[src/rtl/aurora_link_sequencer.sv]
// rtl/aurora_link_sequencer.sv - Aurora link bring-up, loopback traffic test and retry sequencer
// Optional LINK_SEQ_AUTO_RESTART_EN: channel loss in LINKED re-runs bring-up instead of failing.
module aurora_link_sequencer #(
  parameter int RESET_CYCLES = 128,
  parameter int UP_TIMEOUT   = 65536,
  parameter int TEST_CYCLES  = 4096,
  parameter int MAX_RETRIES  = 3,
  parameter int ERR_LIMIT    = 1
) (
  input  logic       clk_200MHz,
  input  logic       peripheral_aresetn,
  input  logic       start,
  input  logic       channel_up,
  input  logic       frame_error,
  output logic       link_reset,
  output logic       test_enable,
  output logic       done,
  output logic       pass,
  output logic [3:0] err_cnt,
  output logic [1:0] retry_cnt,
  output logic [2:0] state
);

  typedef enum logic [2:0] {
    S_IDLE       = 3'd0,
    S_RESET_LINK = 3'd1,
    S_WAIT_UP    = 3'd2,
    S_TEST       = 3'd3,
    S_LINKED     = 3'd4,
    S_FAIL       = 3'd5
  } state_t;

  localparam int T_MAX = (UP_TIMEOUT > RESET_CYCLES)
                       ? ((UP_TIMEOUT > TEST_CYCLES) ? UP_TIMEOUT : TEST_CYCLES)
                       : ((RESET_CYCLES > TEST_CYCLES) ? RESET_CYCLES : TEST_CYCLES);
  localparam int TW = $clog2(T_MAX + 1);
  localparam logic [TW-1:0] T_RESET_LAST = TW'(RESET_CYCLES - 1);
  localparam logic [TW-1:0] T_UP_LAST    = TW'(UP_TIMEOUT - 1);
  localparam logic [TW-1:0] T_TEST_LAST  = TW'(TEST_CYCLES - 1);
  localparam logic [4:0]    ERR_LIM      = 5'(ERR_LIMIT);
  localparam logic [2:0]    RETRY_MAX    = 3'(MAX_RETRIES);

  state_t        state_q, next_state;
  logic [TW-1:0] timer;
  logic [1:0]    up_cnt;
  logic [3:0]    err_next;
  logic          attempt_fail, retry_ok, start_ok, test_entry, linked_restart;
  logic          link_reset_d, test_enable_d, done_d, pass_d;

  assign state      = state_q;
  assign retry_ok   = ({1'b0, retry_cnt} < RETRY_MAX);
  assign start_ok   = start && ((state_q == S_IDLE) || (state_q == S_FAIL));
  assign test_entry = (state_q != S_TEST) && (next_state == S_TEST);

  // Counting uses the registered test_enable so only TEST/LINKED cycles accumulate errors.
  always_comb begin
    err_next = err_cnt;
    if (test_enable && frame_error && (err_cnt != 4'hF))
      err_next = err_cnt + 4'd1;
  end

  always_comb begin
    next_state     = state_q;
    attempt_fail   = 1'b0;
    linked_restart = 1'b0;
    case (state_q)
      S_IDLE, S_FAIL: if (start) next_state = S_RESET_LINK;
      S_RESET_LINK:   if (timer == T_RESET_LAST) next_state = S_WAIT_UP;
      S_WAIT_UP: begin
        if (channel_up && (up_cnt == 2'd3)) next_state = S_TEST;
        else if (timer == T_UP_LAST)        attempt_fail = 1'b1;
      end
      S_TEST: begin
        if (!channel_up) attempt_fail = 1'b1;
        else if (timer == T_TEST_LAST) begin
          if ({1'b0, err_next} >= ERR_LIM) attempt_fail = 1'b1;
          else                             next_state = S_LINKED;
        end
      end
      S_LINKED: begin
        if (!channel_up) begin
`ifdef LINK_SEQ_AUTO_RESTART_EN
          next_state     = S_RESET_LINK;
          linked_restart = 1'b1;
`else
          next_state     = S_FAIL;
`endif
        end
      end
      default: next_state = S_IDLE;
    endcase
    if (attempt_fail) next_state = retry_ok ? S_RESET_LINK : S_FAIL;
  end

  // Outputs are decoded from next_state and registered, so they change together with state.
  always_comb begin
    link_reset_d  = 1'b0;
    test_enable_d = 1'b0;
    done_d        = 1'b0;
    pass_d        = 1'b0;
    case (next_state)
      S_IDLE, S_RESET_LINK: link_reset_d = 1'b1;
      S_TEST:               test_enable_d = 1'b1;
      S_LINKED: begin
        test_enable_d = 1'b1;
        done_d        = 1'b1;
        pass_d        = 1'b1;
      end
      S_FAIL: begin
        link_reset_d = 1'b1;
        done_d       = 1'b1;
      end
      default: ;
    endcase
  end

  always_ff @(posedge clk_200MHz or negedge peripheral_aresetn) begin
    if (!peripheral_aresetn) begin
      state_q     <= S_IDLE;
      link_reset  <= 1'b1;
      test_enable <= 1'b0;
      done        <= 1'b0;
      pass        <= 1'b0;
    end else begin
      state_q     <= next_state;
      link_reset  <= link_reset_d;
      test_enable <= test_enable_d;
      done        <= done_d;
      pass        <= pass_d;
    end
  end

  always_ff @(posedge clk_200MHz or negedge peripheral_aresetn) begin
    if (!peripheral_aresetn) begin
      timer     <= '0;
      up_cnt    <= 2'd0;
      err_cnt   <= 4'd0;
      retry_cnt <= 2'd0;
    end else begin
      if ((next_state == state_q) &&
          ((state_q == S_RESET_LINK) || (state_q == S_WAIT_UP) || (state_q == S_TEST)))
        timer <= timer + TW'(1);
      else
        timer <= '0;

      up_cnt <= ((state_q == S_WAIT_UP) && channel_up) ? up_cnt + 2'd1 : 2'd0;

      if (start_ok || test_entry) err_cnt <= 4'd0;
      else                        err_cnt <= err_next;

      if (start_ok || linked_restart)  retry_cnt <= 2'd0;
      else if (attempt_fail && retry_ok) retry_cnt <= retry_cnt + 2'd1;
    end
  end

endmodule

[config.mk]
export PLATFORM = sky130hd
export DESIGN_NAME = aurora_link_sequencer
export DESIGN_NICKNAME = d
export VERILOG_FILES = /design/src/rtl/aurora_link_sequencer.sv
export SDC_FILE = /design/constraint.sdc
export NUM_CORES = 1
export LEC_CHECK = 0
export ABC_AREA = 1
export CORE_MARGIN = 4
export CORE_UTILIZATION = 45
export CTS_CLUSTER_DIAMETER = 50
export DETAILED_ROUTE_END_ITERATION = 10
export GPL_ROUTABILITY_DRIVEN = 1
export PLACE_DENSITY = 0.65
export SYNTH_ARGS = -nofsm -noshare
export SYNTH_HDL_FRONTEND = slang
export SYNTH_SLANG_ARGS = --single-unit
[constraint.sdc]
create_clock -name clk_200MHz -period 3.8 [get_ports clk_200MHz]
set_clock_uncertainty 0.15 [all_clocks]
set_input_delay 0.76 -clock clk_200MHz [delete_from_list [all_inputs] [get_ports clk_200MHz]]
set_output_delay 0.76 -clock clk_200MHz [all_outputs]
set_load 0.05 [all_outputs]
==> metrics.cfg <==
[status]
status=finished clean

[clock_network]
cts_root_buf=clkbuf_8
numCtsBuffers=5
ctsResizeCount=0
cts.clk_slew.worst_paths_ns=0.06
cts_tree=built
postCtsSetupRepairBufs=0
cts_max_level=2
insertion_delay_ns=0.28
cts_hold_buf=0
numClockSinks=32
cts_buffer_depth=2

[timing]
timing.hold.ws_ns=0.279
finalHoldViolCount=0
slew_viol_final=0
finalCriticalPeriod_ns=2.69
worst_pin_slew_ns=0.518
setup_violations=0
period_share_pct=70.8
rsz0062_at_grt=no
clock.fmax_ghz=0.372
fin_setup_tns_ns=0
relSlewSlack_pct=65.1

[floorplanning]
ios=18
dieArea_um2=5040
die_w_um=71.0
initial_utilization_pct=47.7
die_h_um=71.0
core_area_um2=3740
row_count=22

[detailed_routing]
firstDrtPassIters=4
drt_iter0_drc=103
wl_um=3180
vias_per_cell=4.80
post-route-drc-count=0
vias=1379
avgRoutedWirePerCell_um=11.1
ant_nets=0

[worst_setup_path]
rr_endpoint=timer[3]
crit_type=in2reg
ff2ff_path_depth=14
r2r-start=timer[0]
arrival_ns=2.75
critical_path_peak_fanout=17
rrSetupSlack_ns=1.20
startpoint_type=input pin
end_kind=flip-flop
cp.required_ns=3.86

[synthesis]
syn_inst=214
ys_types=27
synth-seq-cells=32
synth_fp_nets=224
synthesis.area_um2=1790
ys_warn_count=0
syn_area_per_cell_um2=8.34
synth_seq_area_share_pct=44.9

[final_layout]
drive_above_1_share_pct=13.8
regArea_um2=802
antenna_cells=0
multiInputGateArea_um2=863
syn2layout_area_growth_pct=17.7
fillers=373
nets=248
final_cell_mix=38 x nand2_1, 31 x dfrtp_1, 29 x inv_1
layout_commonest_cell=nand2_1

[global_routing]
grt_pass1_wl_um=5710
grt_start_max_net_pins=33
antenna_found_initial=0
grt.total_usage_pct=14.6
grt_overflow=0
grt_pass1_vias=1296

[power]
power_leakage_nw=1.04
p_per_area_nw_per_um2=590
vdd_drop_max_mv=0.486

[min_path]
holdPathStages=1
hp-class=reg2reg
min_from=up_cnt[0]
whs_endpoint=up_cnt[0]

[place]
portBuffers=17
dp_hpwl_um=2420
place_congestion=0.901

[run]
drv_cap=0

[kinds of logic (layout without fill, tap and decap cells)]
kind of cell | Yosys count | count (layout) | share of synthesized area [%]
and+or+nand+nor | 122 | 122 | 34.5
DFF | 32 | 32 | 44.9
buffers and inverters | 30 | 55 | 6.73
xor gates and xnor gates | 13 | 13 | 6.38
AOI/OAI and AO/OA | 12 | 12 | 3.92
adders and majority gates | 5 | 5 | 3.50
[routing by layer]
metal / up-vias / GRT usage (%) / part of all wire, %
li1: 727 / - / -
met5: - / 0 / 0
met4: 0 / 6.26 / 1.2
met2: 28 / 21.2 / 45
met3: 5 / 5.26 / 4.1
met1: 619 / 19.5 / 50
[where the power goes]
group          leakage (nW)  total, mW  internal, mW  switching (mW)
sequential            0.434      0.440         0.394          0.0460
clock                0.0455      0.264         0.147           0.117
combinational         0.560      0.536         0.156           0.380
[cell type report]
type / count / area share [%]
Clock buffer: 8 / 4.29
Inverter: 29 / 5.18
Multi-Input combinational cell: 152 / 41.1
Sequential cell: 32 / 38.2
Tap cell: 48 / 2.86
Timing Repair Buffer: 18 / 8.45
[how the worst max path moves through the flow]
stage	from	endpoint	slack, ns	cells after the start
CTS	frame_error	timer[0]	1.10	15
global route	frame_error	timer[3]	0.82	15
detailed placement	frame_error	timer[0]	0.80	15
global placement	frame_error	timer[0]	0.82	15
finish	frame_error	timer[3]	1.11	15
floorplan	err_cnt[0]	timer[10]	1.26	15
[Yosys cell counts, drive strengths merged]
| cell type | n | area (um^2) |
|---|---|---|
| buf | 1 | 11.3 |
| nand4 | 6 | 37.5 |
| xnor2 | 3 | 26.3 |
| o21bai | 2 | 15.0 |
| dfstp | 1 | 26.3 |
| dfrtp | 31 | 776 |
| nand3 | 25 | 153 |
| nor3b | 1 | 7.51 |
| a31o | 1 | 8.76 |
| nand3b | 1 | 7.51 |
| o21ai | 5 | 25.0 |
| nor4 | 1 | 6.26 |
| nor3 | 4 | 30.0 |
| ha | 5 | 62.6 |
| a21oi | 3 | 15.0 |
| inv | 29 | 109 |
| a31oi | 1 | 6.26 |
| nand2 | 45 | 191 |
| nor2 | 39 | 184 |
| xor2 | 10 | 87.6 |
[per-stage QoR]
step           area, um^2  setup slack [ns]  cells  utilization (%)  power [mW]
4_1_cts              2100              1.10    287             56.1        1.26
2_1_floorplan        1790              1.26    214                -       0.875
6_report             2100              1.11    287             56.1        1.24
3_5_place_dp         2010             0.803    279             53.7       0.990
3_3_place_gp         2010             0.820    279             53.7       0.988
5_1_grt              2100             0.821    287             56.1        1.34
[registers in the layout (all words and copies together) (netlist names)]
signal,count
up_cnt,2
err_cnt,4
retry_cnt,2
done,1
pass,1
timer,17
state,3
link_reset,1
test_enable,1
[worst max-delay path, stage by stage]
cell             delay (ns)
clkdlybuf4s50_1        0.45
nand2_1                0.06
inv_1                  0.12
nand3_1                0.08
nand2_1                0.10
nand3_2                0.09
nor2_1                 0.13
nand2_1                0.09
nand2_1                0.06
nand2_1                0.07
nand3_1                0.15
nand2_1                0.07
nand2_1                0.10
nand3_4                0.24
nor2_1                 0.16
Power figures use the tool's default switching activity.
